## src/rtl/tpu_ctrl_pkg.sv

```systemverilog
// tpu_ctrl_pkg: shared types and sizing helpers for the systolic-array sequencer.
// Contents: state_e (sequencer states), compute_len() (COMPUTE cycle count),
// step_width() (ab_step width).
// Optional build macro used elsewhere in this slice: TPU_CTRL_ACCUM_EN.
package tpu_ctrl_pkg;

    typedef enum logic [2:0] {
        ST_IDLE    = 3'd0,
        ST_LOADC   = 3'd1,
        ST_COMPUTE = 3'd2,
        ST_READ    = 3'd3,
        ST_DONE    = 3'd4
    } state_e;

    // Cycles needed for the skewed wavefront to cross a dim x dim array.
    function automatic int unsigned compute_len(input int unsigned dim);
        return 3 * dim - 2;
    endfunction

    // Width of the compute step index.
    function automatic int unsigned step_width(input int unsigned dim);
        return $clog2(3 * dim);
    endfunction

endpackage

```

## src/rtl/tpu_array_ctrl_if.sv

```systemverilog
// tpu_array_ctrl_if: host command, array control and readout signals of the
// systolic-array sequencer.
// Host -> ctrl : start, clear_c, abort, rd_ready, accumulate (TPU_CTRL_ACCUM_EN only)
// Ctrl -> host : busy, done, c_wr_en, c_load_zero, mac_en, ab_step,
//                a_valid, b_valid, c_rd_row, rd_valid
// Modports: master (host / feeder side), slave (sequencer).
interface tpu_array_ctrl_if
    import tpu_ctrl_pkg::*;
#(
    parameter int unsigned DIM = 4
) ();

    localparam int unsigned STEP_W = step_width(DIM);
    localparam int unsigned ROW_W  = $clog2(DIM);

    logic              start;
    logic              clear_c;
    logic              abort;
    logic              rd_ready;
`ifdef TPU_CTRL_ACCUM_EN
    logic              accumulate;
`endif
    logic              busy;
    logic              done;
    logic [DIM-1:0]    c_wr_en;
    logic              c_load_zero;
    logic              mac_en;
    logic [STEP_W-1:0] ab_step;
    logic [DIM-1:0]    a_valid;
    logic [DIM-1:0]    b_valid;
    logic [ROW_W-1:0]  c_rd_row;
    logic              rd_valid;

    modport master (
        output start, clear_c, abort, rd_ready,
`ifdef TPU_CTRL_ACCUM_EN
        output accumulate,
`endif
        input  busy, done, c_wr_en, c_load_zero, mac_en, ab_step,
        input  a_valid, b_valid, c_rd_row, rd_valid
    );

    modport slave (
        input  start, clear_c, abort, rd_ready,
`ifdef TPU_CTRL_ACCUM_EN
        input  accumulate,
`endif
        output busy, done, c_wr_en, c_load_zero, mac_en, ab_step,
        output a_valid, b_valid, c_rd_row, rd_valid
    );

endinterface

```

## src/rtl/tpu_skew_mask.sv

```systemverilog
// tpu_skew_mask: combinational injection window for a skewed systolic feed.
// Ports: step (compute step index), en (compute enable),
//        mask (bit i high while i <= step <= i+DIM-1 and en is high).
module tpu_skew_mask
    import tpu_ctrl_pkg::*;
#(
    parameter int unsigned DIM = 4
) (
    input  logic [step_width(DIM)-1:0] step,
    input  logic                       en,
    output logic [DIM-1:0]             mask
);

    // Lane i is fed for DIM consecutive steps starting at step i.
    always_comb begin
        mask = '0;
        for (int i = 0; i < int'(DIM); i++) begin
            mask[i] = en && (int'(step) >= i) && (int'(step) <= i + int'(DIM) - 1);
        end
    end

endmodule

```

## src/rtl/tpu_array_ctrl.sv

```systemverilog
// tpu_array_ctrl: one matrix-multiply pass over a DIM x DIM systolic array:
// accumulator preload (LOADC), skewed compute window (COMPUTE), row readout
// (READ), completion pulse (DONE).
// Ports: clk, rst_n (synchronous, active-low), bus (tpu_array_ctrl_if.slave).
// Optional macro TPU_CTRL_ACCUM_EN: adds bus.accumulate; when sampled high with
// start the pass skips LOADC and adds onto the existing accumulators.
// BITS_AB / BITS_C only describe the attached datapath.
module tpu_array_ctrl
    import tpu_ctrl_pkg::*;
#(
    parameter int unsigned DIM     = 4,
    parameter int unsigned BITS_AB = 8,
    parameter int unsigned BITS_C  = 16
) (
    input  logic             clk,
    input  logic             rst_n,
    tpu_array_ctrl_if.slave  bus
);

    localparam int unsigned STEP_W    = step_width(DIM);
    localparam int unsigned ROW_W     = $clog2(DIM);
    localparam int unsigned LAST_STEP = compute_len(DIM) - 1;

    if (DIM < 2 || BITS_AB < 1 || BITS_C < 1) begin : g_param_check
        $error("tpu_array_ctrl: invalid parameters");
    end

    state_e            state_q, state_d;
    logic [ROW_W-1:0]  row_q, row_d;
    logic [STEP_W-1:0] step_q, step_d;

    logic              busy_q, busy_d;
    logic              done_q, done_d;
    logic [DIM-1:0]    c_wr_en_q, c_wr_en_d;
    logic              c_load_zero_q, c_load_zero_d;
    logic              mac_en_q, mac_en_d;
    logic [DIM-1:0]    a_valid_q, a_valid_d;
    logic [DIM-1:0]    b_valid_q, b_valid_d;
    logic [ROW_W-1:0]  c_rd_row_q, c_rd_row_d;
    logic              rd_valid_q, rd_valid_d;

    // Injection windows decoded from the next step so they register with it.
    tpu_skew_mask #(.DIM(DIM)) u_a_mask (.step(step_d), .en(mac_en_d), .mask(a_valid_d));
    tpu_skew_mask #(.DIM(DIM)) u_b_mask (.step(step_d), .en(mac_en_d), .mask(b_valid_d));

    // Next state, counters, and outputs decoded from the next state.
    always_comb begin
        state_d       = state_q;
        row_d         = row_q;
        step_d        = step_q;
        c_load_zero_d = c_load_zero_q;

        case (state_q)
            ST_IDLE: begin
                if (bus.start && !bus.abort) begin
                    c_load_zero_d = bus.clear_c;
                    row_d         = '0;
                    step_d        = '0;
`ifdef TPU_CTRL_ACCUM_EN
                    state_d       = bus.accumulate ? ST_COMPUTE : ST_LOADC;
`else
                    state_d       = ST_LOADC;
`endif
                end
            end
            ST_LOADC: begin
                if (row_q == ROW_W'(DIM - 1)) begin
                    state_d = ST_COMPUTE;
                    row_d   = '0;
                end else begin
                    row_d = row_q + ROW_W'(1);
                end
            end
            ST_COMPUTE: begin
                if (step_q == STEP_W'(LAST_STEP)) begin
                    state_d = ST_READ;
                    step_d  = '0;
                end else begin
                    step_d = step_q + STEP_W'(1);
                end
            end
            ST_READ: begin
                if (bus.rd_ready) begin
                    if (row_q == ROW_W'(DIM - 1)) begin
                        state_d = ST_DONE;
                        row_d   = '0;
                    end else begin
                        row_d = row_q + ROW_W'(1);
                    end
                end
            end
            ST_DONE: state_d = ST_IDLE;
            default: state_d = ST_IDLE;
        endcase

        // Abort drops the pass from any state; the latched clear flag is kept.
        if (bus.abort) begin
            state_d = ST_IDLE;
            row_d   = '0;
            step_d  = '0;
        end

        busy_d     = (state_d != ST_IDLE);
        done_d     = (state_d == ST_DONE);
        c_wr_en_d  = (state_d == ST_LOADC) ? (DIM'(1) << row_d) : '0;
        mac_en_d   = (state_d == ST_COMPUTE);
        rd_valid_d = (state_d == ST_READ);
        c_rd_row_d = (state_d == ST_READ) ? row_d : '0;
    end

    // State, counter and output registers.
    always_ff @(posedge clk) begin
        if (!rst_n) begin
            state_q       <= ST_IDLE;
            row_q         <= '0;
            step_q        <= '0;
            busy_q        <= 1'b0;
            done_q        <= 1'b0;
            c_wr_en_q     <= '0;
            c_load_zero_q <= 1'b0;
            mac_en_q      <= 1'b0;
            a_valid_q     <= '0;
            b_valid_q     <= '0;
            c_rd_row_q    <= '0;
            rd_valid_q    <= 1'b0;
        end else begin
            state_q       <= state_d;
            row_q         <= row_d;
            step_q        <= step_d;
            busy_q        <= busy_d;
            done_q        <= done_d;
            c_wr_en_q     <= c_wr_en_d;
            c_load_zero_q <= c_load_zero_d;
            mac_en_q      <= mac_en_d;
            a_valid_q     <= a_valid_d;
            b_valid_q     <= b_valid_d;
            c_rd_row_q    <= c_rd_row_d;
            rd_valid_q    <= rd_valid_d;
        end
    end

    // The step counter is zero outside COMPUTE, so it drives ab_step directly.
    assign bus.busy        = busy_q;
    assign bus.done        = done_q;
    assign bus.c_wr_en     = c_wr_en_q;
    assign bus.c_load_zero = c_load_zero_q;
    assign bus.mac_en      = mac_en_q;
    assign bus.ab_step     = step_q;
    assign bus.a_valid     = a_valid_q;
    assign bus.b_valid     = b_valid_q;
    assign bus.c_rd_row    = c_rd_row_q;
    assign bus.rd_valid    = rd_valid_q;

endmodule

```

## src/flat_wrapper.sv

```systemverilog
// flat-port wrapper written by rule: the top's interface ports become plain ports
module tpu_array_ctrl_flat import tpu_ctrl_pkg::*;
#(
    parameter int unsigned DIM     = 4,
    parameter int unsigned BITS_AB = 8,
    parameter int unsigned BITS_C  = 16
)
  (clk, rst_n, bus_start, bus_clear_c, bus_abort, bus_rd_ready, bus_busy, bus_done, bus_c_wr_en, bus_c_load_zero, bus_mac_en, bus_ab_step, bus_a_valid, bus_b_valid, bus_c_rd_row, bus_rd_valid);
  tpu_array_ctrl_if #(.DIM(DIM)) bus_i ();
  input  logic clk;
  input  logic rst_n;
  input wire logic [$bits(bus_i.start)-1:0] bus_start;
  input wire logic [$bits(bus_i.clear_c)-1:0] bus_clear_c;
  input wire logic [$bits(bus_i.abort)-1:0] bus_abort;
  input wire logic [$bits(bus_i.rd_ready)-1:0] bus_rd_ready;
  output wire logic [$bits(bus_i.busy)-1:0] bus_busy;
  output wire logic [$bits(bus_i.done)-1:0] bus_done;
  output wire logic [$bits(bus_i.c_wr_en)-1:0] bus_c_wr_en;
  output wire logic [$bits(bus_i.c_load_zero)-1:0] bus_c_load_zero;
  output wire logic [$bits(bus_i.mac_en)-1:0] bus_mac_en;
  output wire logic [$bits(bus_i.ab_step)-1:0] bus_ab_step;
  output wire logic [$bits(bus_i.a_valid)-1:0] bus_a_valid;
  output wire logic [$bits(bus_i.b_valid)-1:0] bus_b_valid;
  output wire logic [$bits(bus_i.c_rd_row)-1:0] bus_c_rd_row;
  output wire logic [$bits(bus_i.rd_valid)-1:0] bus_rd_valid;
  assign bus_i.start = bus_start;
  assign bus_i.clear_c = bus_clear_c;
  assign bus_i.abort = bus_abort;
  assign bus_i.rd_ready = bus_rd_ready;
  assign bus_busy = bus_i.busy;
  assign bus_done = bus_i.done;
  assign bus_c_wr_en = bus_i.c_wr_en;
  assign bus_c_load_zero = bus_i.c_load_zero;
  assign bus_mac_en = bus_i.mac_en;
  assign bus_ab_step = bus_i.ab_step;
  assign bus_a_valid = bus_i.a_valid;
  assign bus_b_valid = bus_i.b_valid;
  assign bus_c_rd_row = bus_i.c_rd_row;
  assign bus_rd_valid = bus_i.rd_valid;
  tpu_array_ctrl #(.DIM(DIM), .BITS_AB(BITS_AB), .BITS_C(BITS_C)) u_core (.clk(clk), .rst_n(rst_n), .bus(bus_i));
endmodule
```

## config.mk

```make
export PLATFORM = sky130hd
export DESIGN_NAME = tpu_array_ctrl_flat
export DESIGN_NICKNAME = d
export VERILOG_FILES = /design/src/rtl/tpu_ctrl_pkg.sv /design/src/rtl/tpu_array_ctrl_if.sv /design/src/rtl/tpu_skew_mask.sv /design/src/rtl/tpu_array_ctrl.sv /design/src/flat_wrapper.sv
export SDC_FILE = /design/constraint.sdc
export NUM_CORES = 1
export LEC_CHECK = 0
export BUFFER_PORTS_ARGS = -buffer_cell sky130_fd_sc_hd__buf_2
export CAP_MARGIN = 20
export CORE_MARGIN = 10
export CORE_UTILIZATION = 40
export CTS_BUF_LIST = sky130_fd_sc_hd__clkbuf_8
export DETAILED_ROUTE_END_ITERATION = 6
export SYNTH_ARGS = -nofsm -noshare
export SYNTH_HDL_FRONTEND = slang
export SYNTH_HIERARCHICAL = 1
export SYNTH_SLANG_ARGS = --single-unit
```

## constraint.sdc

```tcl
create_clock -name clk -period 3 [get_ports clk]
set_clock_uncertainty 0.15 [all_clocks]
set_input_delay 0.3 -clock clk [delete_from_list [all_inputs] [get_ports clk]]
set_output_delay 0.3 -clock clk [all_outputs]
set_load 0.005 [all_outputs]
```

==> results of run 1 <==
-- flip-flops by register name (all words and copies together) (netlist names), 2 cells and up --
register,flops
u_core/bus.b_valid,4
u_core/bus.a_valid,4
u_core/bus.c_rd_row,2
u_core/row_q,2
u_core/bus.ab_step,4
u_core/bus.c_wr_en,4
u_core/state_q,3
-- metal layers --
metal	vias up	global-route usage, %
li1	565	-
met1	495	11.1
met2	34	15.0
met3	7	3.34
met4	0	4.56
met5	-	0
-- worst min-delay path: cells and delay by family --
family                 cells  cell delay, ps
AND/OR/NAND/NOR            1              80
multiplexers               1              50
buffers and inverters      1              70
-- path summary, 6_finish.rpt --
kind	to	startpoint	slack, ps	depth (start not counted)
hold / removal	u_core/bus.c_load_zero	bus_clear_c	120	3
hold reg to reg	u_core/bus.c_load_zero	u_core/bus.c_load_zero	370	2
setup reg to reg	u_core/bus.b_valid[3]	u_core/state_q[1]	420	7
setup / recovery	u_core/bus.b_valid[3]	u_core/state_q[1]	420	7
-- power groups by stage --
| stage | clock (uW) | sequential (uW) | combinational (uW) |
|---|---|---|---|
| final | 197 | 376 | 35.6 |
| after global routing | 219 | 376 | 39.7 |
| after CTS | 206 | 376 | 35.6 |
| after detailed placement | 0 | 385 | 35.4 |
| after global placement | 0 | 384 | 35.1 |
| after floorplan | 0 | 384 | 26.7 |
-- synth_stat cells (2+ instances only) --
master,n
dfxtp_1,28
nor2_1,20
nor3_1,12
and2_1,10
inv_1,8
nor2b_1,6
nand3b_1,5
nand2b_1,4
ha_1,3
nand2_1,3
nand3_1,3
nor3b_1,3
o21a_1,3
a21bo_1,2
a21oi_2,2
a31oi_1,2
buf_2,2
buf_6,2
clkbuf_1,2
mux2i_1,2
nor4_2,2
o21ai_0,2
or3b_4,2
xnor2_1,2
-- cell families (layout without fill, tap and decap cells) --
kind of cell	after synthesis	count (layout)	share of synthesized area (%)
AND/OR/NAND/NOR	74	74	31.6
flip-flops	28	28	41.8
AO/OA/AOI/OAI	25	25	15.8
buffers and inverters	14	39	5.23
adder cells (fa/ha/maj)	3	3	2.80
XOR/XNOR	2	2	1.31
multiplexers	2	2	1.49
-- metrics by stage --
stage,std cells,power (uW),setup slack (ps),util (%),area [sq um]
detailed placement,214,420,465,47.8,1500
floorplan,148,410,797,-,1340
CTS,217,617,417,49.1,1540
finish,217,609,423,49.1,1540
global placement,214,420,563,47.8,1500
global route,217,635,168,49.1,1540
-- layout make-up --
class                   instances  area (sq um)  share of cell area, %
inverters                       8          30.0                   1.95
flip-flops and latches         28           561                   36.5
repair buffers                 28           140                   9.12
multi-input cells             106           709                   46.2
clock buffers                   3          41.3                   2.69
well taps                      44          55.1                   3.58
==> flow_metrics.env, run 1 <==
export IMPL_antenna_found_initial=0
export IMPL_cts_hold_buffers=0
export IMPL_gr_total_overflow=0
export IMPL_async_flop_share_pct=0
export IMPL_first_iter_violations=88
export IMPL_critPathCaptureType="register"
export IMPL_layout_common_cells="buf_2, dfxtp_1, nor2_1"
export IMPL_critPathArrivalTime_ps=2650
export IMPL_htreeDepth=1
export IMPL_synth_top_cells_by_area="dfxtp_1, nor2_1, and2_1"
export IMPL_power_share_switching_pct=21.6
export IMPL_cts_root_buf="clkbuf_8"
export IMPL_worst_path_max_fanout=12
export IMPL_cts_setup_buffers=0
export IMPL_postCtsResizedCells=0
export IMPL_nets=184
export IMPL_rows=20
export IMPL_io_buffers=28
export IMPL_cp_start_kind="register"
export IMPL_report_final_setup_viol=0
export IMPL_synth_edf_count=0
export IMPL_yosysWarnings=6
export IMPL_synth_cell_types=42
export IMPL_grt_pass1_vias=1036
export IMPL_cp_cell_sequence="or3b_4 > nor3b_1 > o31ai_1 > nor2_1 > a21bo_1 > a21oi_2 > and2_1"
export IMPL_comb_power_share_pct=5.8
export IMPL_antenna_cells=0
export IMPL_insertion_delay_ps=270
export IMPL_wl_met3_microns=191
export IMPL_pwr_share_seq_pct=61.7
export IMPL_post_route_period_util_pct=85.9
export IMPL_drc=0
export IMPL_coreArea_sq_um=3130
export IMPL_clk_pin_slew_worst_paths_ps=90
export IMPL_gp_congestion=0.860
export IMPL_num_vias=1101
export IMPL_fmax_mhz=388
export IMPL_max_slew_margin_pct=50.9
export IMPL_crit_buf_inv=0
export IMPL_cap_violations=0
export IMPL_setup_tns_ps=0
export IMPL_path_class="reg -> reg"
export IMPL_p_clk_share_pct=32.4
export IMPL_p_int_uw=477
export IMPL_timing_hold_ws_ps=122
export IMPL_syn_inst=148
export IMPL_avgSynthCellArea_sq_um=9.05
export IMPL_drive_gt1_share_pct=24.3
export IMPL_power_density_nw_per_um2=396
export IMPL_dieArea_sq_um=6070
export IMPL_grt_max_degree=18
export IMPL_irDropWorstVdd_mv=0.189
export IMPL_ant_nets=0
export IMPL_hold_class="in -> reg"
export IMPL_synth_seq_cells=28
export IMPL_ios=29
export IMPL_slowest_delay_ps=570
export IMPL_die_h_microns=77.9
export IMPL_grt_pass1_wl_microns=4770
export IMPL_finalHoldViolCount=0
export IMPL_wl_microns=2850
export IMPL_syn2layout_area_growth_pct=14.7
export IMPL_dp_hpwl_microns=2180
export IMPL_vias_per_cell=5.07
export IMPL_dr_wl_met2_microns=1250
export IMPL_numCtsBuffers=3
export IMPL_status="finished clean"
export IMPL_wl_per_cell_microns=13.1
export IMPL_initial_core_util_pct=42.8
export IMPL_met1_length_microns=1360
export IMPL_rsz0062_at_grt="no"
export IMPL_die_w_microns=77.9
export IMPL_synth_top_area_share_pct=41.8
export IMPL_slew_violations=0
export IMPL_cts_tree="built"
export IMPL_p_switching_uw=131
export IMPL_cp_slowest_cell="nor2_1"
export IMPL_first_pass_iters=4
export IMPL_p_leak_uw=0.000646
export IMPL_period_needed_ps=2580
export IMPL_clock_sinks=28
export IMPL_crit_required_ps=3070
export IMPL_cts_buffer_depth=2
export IMPL_synthFlopType="dfxtp_1"
export IMPL_syn_num_nets=157
export IMPL_critPathTopFamily="simple AND/OR/NAND/NOR gates"
export IMPL_num_fill_cells=323
export IMPL_synth_top_area_cell="dfxtp_1"
export IMPL_worst_pin_slew_ps=734
export IMPL_grt_util_all_layers_pct=9.48
export IMPL_synth_yosys_seq_area_share_pct=41.8
export IMPL_synth_area_sq_um=1340
export IMPL_dr_max_layer_used="met4"
Power figures use the tool's default switching activity.
==> run 2, diff against run 1 <==
CTS_BUF_LIST = unset   (was sky130_fd_sc_hd__clkbuf_8)
==> run 2 against run 1 <==
Effect of this change:
- non-clock buffer count did not move
- maximum frequency shrank 0.50%
- first-iteration DRC count is 14% lower
- final cell count unchanged
- sequential power hardly changed
- routed wire length decreased by 1.5%
- design area shrank 1.2%
- combinational power hardly changed
- count of clock-buffer cells in the layout unchanged
- flip-flop and latch count did not move
- hold slack lost 49 ps
- global-route usage decreased by 0.31 points
- largest power group unchanged
==> flow_metrics.env, run 2 (synthesis results as in run 1) <==
export IMPL_status="finished clean"
export IMPL_critPathCaptureType="register"
export IMPL_grt_pass1_vias=1025
export IMPL_cp_start_kind="register"
export IMPL_clk_pin_slew_worst_paths_ps=140
export IMPL_layout_common_cells="buf_2, dfxtp_1, nor2_1"
export IMPL_irDropWorstVdd_mv=0.157
export IMPL_fmax_mhz=386
export IMPL_coreArea_sq_um=3130
export IMPL_gp_congestion=0.860
export IMPL_grt_pass1_wl_microns=4710
export IMPL_p_clk_share_pct=26.1
export IMPL_crit_required_ps=3120
export IMPL_cts_buffer_depth=2
export IMPL_wl_per_cell_microns=12.9
export IMPL_met2_usage_pct=14.8
export IMPL_grt_util_all_layers_pct=9.17
export IMPL_rsz0062_at_grt="no"
export IMPL_insertion_delay_ps=310
export IMPL_power_share_switching_pct=22.1
export IMPL_wl_microns=2810
export IMPL_cts_hold_buffers=0
export IMPL_path_class="reg -> reg"
export IMPL_htreeDepth=1
export IMPL_ant_nets=0
export IMPL_comb_power_share_pct=6.4
export IMPL_first_pass_iters=4
export IMPL_use_met1_pct=11.0
export IMPL_period_needed_ps=2590
export IMPL_postCtsResizedCells=0
export IMPL_finalHoldViolCount=0
export IMPL_syn2layout_area_growth_pct=13.3
export IMPL_power_density_nw_per_um2=368
export IMPL_report_final_setup_viol=0
export IMPL_grt_busiest_layer="met2"
export IMPL_vias_per_cell=5.05
export IMPL_use_met3_pct=3.34
export IMPL_cap_violations=0
export IMPL_die_h_microns=77.9
export IMPL_p_switching_uw=123
export IMPL_setup_tns_ps=0
export IMPL_critPathArrivalTime_ps=2710
export IMPL_cts_tree="built"
export IMPL_worst_pin_slew_ps=725
export IMPL_first_iter_violations=76
export IMPL_p_leak_uw=0.000638
export IMPL_numCtsBuffers=3
export IMPL_power_total_uw=558
export IMPL_dp_hpwl_microns=2180
export IMPL_pwr_share_seq_pct=67.5
export IMPL_initial_core_util_pct=42.8
export IMPL_die_w_microns=77.9
export IMPL_p_int_uw=435
export IMPL_cts_setup_buffers=0
export IMPL_slew_violations=0
export IMPL_max_slew_margin_pct=51.5
export IMPL_io_buffers=28
export IMPL_gr_total_overflow=0
export IMPL_clock_sinks=28
export IMPL_antenna_found_initial=0
export IMPL_drive_gt1_share_pct=24.3
export IMPL_drc=0
export IMPL_dieArea_sq_um=6070
export IMPL_num_vias=1095
export IMPL_antenna_cells=0
export IMPL_nets=184
export IMPL_post_route_period_util_pct=86.3
export IMPL_grt_max_degree=18
export IMPL_ios=29
export IMPL_cts_root_buf="clkbuf_4"
export IMPL_rows=20
export IMPL_worst_path_max_fanout=12
export IMPL_hold_class="in -> reg"
[run 2: cell types whose count changed in the layout (fill, tap and decap cells not counted)]
cell / before / now
clkbuf_4: 0 / 3
clkbuf_8: 3 / 0
[run 2: power by group through the flow]
stage / Sequential [uW] / Clock [uW] / Combinational (uW)
after floorplan: 384 / 0 / 26.7
after CTS: 376 / 155 / 35.6
after global placement: 384 / 0 / 35.1
after global routing: 377 / 168 / 39.7
after detailed placement: 385 / 0 / 35.4
final: 376 / 146 / 35.6
[run 2: per-layer routing]
metal	wire length, microns	vias up
met5	0	-
met4	24	0
met3	202	4
met2	1230	32
met1	1350	493
li1	-	566
[run 2: area by class of cell]
class / count / area, sq um
Fill cell: 321 / 1610
Tap cell: 44 / 55.1
Multi-Input combinational cell: 106 / 709
Clock buffer: 3 / 22.5
Inverter: 8 / 30.0
Sequential cell: 28 / 561
Timing Repair Buffer: 28 / 140
[run 2: worst paths after layout]
path / slack [ps] / from / endpoint / depth (start not counted)
worst max-delay path: 410 / u_core/state_q[1] / u_core/bus.a_valid[3] / 7
worst min-delay path: 70 / bus_clear_c / u_core/bus.c_load_zero / 3
worst max register to register: 410 / u_core/state_q[1] / u_core/bus.a_valid[3] / 7
worst min register to register: 380 / u_core/bus.c_load_zero / u_core/bus.c_load_zero / 2
[run 2: worst max-delay path: stages, from the launching register on]
cell and delay [ps]:
dfxtp_1 550, or3b_4 450, nor3b_1 190, o31ai_1 120
nor2_1 570, a21bo_1 290, a21oi_2 100, and2_1 120
[run 2: metrics by stage]
stage          setup slack (ps)  util (%)  area [sq um]  hold WS, ps  instances
4_1_cts                     419      48.5          1520         64.2        217
3_5_place_dp                465      47.8          1500          338        214
3_3_place_gp                563      47.8          1500          322        214
5_1_grt                     170      48.5          1520         65.2        217
2_1_floorplan               797         -          1340          294        148
6_report                    410      48.5          1520         73.2        217
==> run 3, diff against run 2 <==
ABC_AREA = 1   (was unset)
==> run 3 against run 2 <==
Effect of this change:
- total power is 17% higher
- via count increased by 8.4%
- combinational power decreased by 5%
- synthesized cell count up 30%
- sequential power about the same
- design area grew 3.5%
- first-iteration DRC count down 33%
- routed wire length is 1.0% lower
- register-to-register slack improved by 310 ps
- sequential share of layout area decreased by 1.3 points
- global-route usage up 0.44 points
==> flow_metrics.env, run 3 <==
export IMPL_num_vias=1187
export IMPL_grt_util_all_layers_pct=9.61
export IMPL_syn_inst=193
export IMPL_grt_pass1_wl_microns=5020
export IMPL_synth_cell_types=29
export IMPL_synth_top_area_cell="dfxtp_1"
export IMPL_report_final_setup_viol=0
export IMPL_coreArea_sq_um=3130
export IMPL_numCtsBuffers=3
export IMPL_die_w_microns=77.8
export IMPL_worst_pin_slew_ps=649
export IMPL_post_route_period_util_pct=76.1
export IMPL_rsz0062_at_grt="no"
export IMPL_cp_cell_sequence="nor2_2 > nand3_1 > nand2_1 > inv_1 > o22ai_1 > inv_1 > nor2_1 > inv_2 > nand2_2 > nor2_1 > nor2_1 > nand2_1 > inv_1"
export IMPL_rows=20
export IMPL_synth_yosys_seq_area_share_pct=42.0
export IMPL_cp_slowest_cell="nor2_1"
export IMPL_avgSynthCellArea_sq_um=6.92
export IMPL_async_flop_share_pct=0
export IMPL_drc=0
export IMPL_synth_area_sq_um=1340
export IMPL_clk_pin_slew_worst_paths_ps=150
export IMPL_antenna_cells=0
export IMPL_wl_per_cell_microns=10.4
export IMPL_nets=233
export IMPL_place_inst=263
export IMPL_hold_class="in -> reg"
export IMPL_finalHoldViolCount=0
export IMPL_gp_congestion=0.777
export IMPL_cp_start_kind="register"
export IMPL_clock_sinks=28
export IMPL_gr_total_overflow=0
export IMPL_synth_top_cells_by_area="dfxtp_1, nand2_1, nor2_1"
export IMPL_path_class="reg -> reg"
export IMPL_p_leak_uw=0.000844
export IMPL_drive_gt1_share_pct=23.8
export IMPL_worst_path_max_fanout=10
export IMPL_postCtsResizedCells=0
export IMPL_die_h_microns=77.8
export IMPL_cts_tree="built"
export IMPL_slowest_delay_ps=500
export IMPL_syn2layout_area_growth_pct=17.7
export IMPL_cts_buffer_depth=2
export IMPL_first_iter_violations=51
export IMPL_cap_violations=0
export IMPL_vias_per_cell=4.45
export IMPL_grt_pass1_vias=1148
export IMPL_stdcell_count=267
export IMPL_regToRegSetupSlack_ps=720
export IMPL_slew_violations=0
export IMPL_ant_nets=0
export IMPL_dieArea_sq_um=6050
export IMPL_cts_hold_buffers=0
export IMPL_max_slew_margin_pct=56.6
export IMPL_yosys_cell_count_top_type="nand2_1"
export IMPL_crit_required_ps=3130
export IMPL_io_buffers=28
export IMPL_critPathArrivalTime_ps=2420
export IMPL_yosysWarnings=6
export IMPL_crit_buf_inv=4
export IMPL_status="finished clean"
export IMPL_syn_num_nets=202
export IMPL_dp_hpwl_microns=2260
export IMPL_layout_commonest_cell="nand2_1"
export IMPL_synth_edf_count=0
export IMPL_cts_root_buf="clkbuf_4"
export IMPL_critPathCaptureType="register"
export IMPL_cts_setup_buffers=0
export IMPL_htreeDepth=1
export IMPL_wl_microns=2780
export IMPL_synthFlopType="dfxtp_1"
export IMPL_insertion_delay_ps=320
export IMPL_power_density_nw_per_um2=416
export IMPL_first_pass_iters=4
export IMPL_fmax_mhz=438
export IMPL_irDropWorstVdd_mv=0.258
export IMPL_synth_seq_cells=28
export IMPL_critPathTopFamily="simple AND/OR/NAND/NOR gates"
export IMPL_synth_top_area_share_pct=42.0
export IMPL_initial_core_util_pct=42.7
export IMPL_antenna_found_initial=0
export IMPL_layout_common_cells="nand2_1, nor2_1, inv_1"
export IMPL_setup_tns_ps=0
export IMPL_ios=29
export IMPL_synth_common_cells="nand2_1, nor2_1, inv_1"
export IMPL_timing_hold_ws_ps=97.9
export IMPL_grt_max_degree=17
export IMPL_period_needed_ps=2280
## run 3: cell count changes after synthesis, moves of 5 or more
cell	delta
nand2_2	+6
inv_1	+23
nand3_1	+9
nor2b_1	-6
nor3_1	-10
and2_1	-9
nand2_1	+41
nor2_1	+13
inv_2	+5
## run 3: logic make-up (layout without fill, tap and decap cells)
family / count (synthesis) / count (layout) / synth area share (%)
compound gates: 12 / 12 / 5.34
buf+inv: 40 / 70 / 11.9
fa+ha+maj: 3 / 3 / 2.81
flops: 28 / 28 / 42.0
simple gates: 110 / 110 / 38.0
## run 3: path summary, 6_finish.rpt
check | start | end | cells after the start
worst max-delay path | u_core/state_q[1] | u_core/bus.b_valid[1] | 13
worst min-delay path | bus_clear_c | u_core/bus.c_load_zero | 3
worst max register to register | u_core/state_q[1] | u_core/bus.b_valid[1] | 13
worst min register to register | u_core/bus.c_load_zero | u_core/bus.c_load_zero | 2
## run 3: layout make-up
class                           count  area [sq um]
Clock inverter                      1          30.0
Sequential cell                    28           561
Timing Repair Buffer               28           140
Multi-Input combinational cell    125           616
Clock buffer                        3          22.5
Tap cell                           44          55.1
Inverter                           38           148
Fill cell                         327          1560
## run 3: tightest hold or removal path, stage by stage
cell and delay, ps:
buf_2 70, o21ai_0 70, a21oi_1 100
## run 3: metal layers
metal  track usage [%]  vias up  routed length (microns)
met3              3.80        2                      145
met1              10.4      521                     1280
met5                 0        -                        0
met4              1.09        0                       12
li1                  -      646                        -
met2              17.6       18                     1340
## run 3: power breakdown
group          leakage (uW)  internal [uW]  switching, uW
Clock             0.0000279            135            109
Combinational      0.000590           10.6           23.2
Sequential         0.000226            375           1.69
## run 3: metrics by stage
stage / cell area (sq um) / power [uW] / worst slack, ps / util [%]
global placement: 1520 / 419 / 753 / 48.6
detailed placement: 1520 / 419 / 716 / 48.6
finish: 1570 / 654 / 717 / 50.2
global route: 1570 / 678 / 339 / 50.2
floorplan: 1340 / 408 / 988 / -
CTS: 1570 / 662 / 729 / 50.2
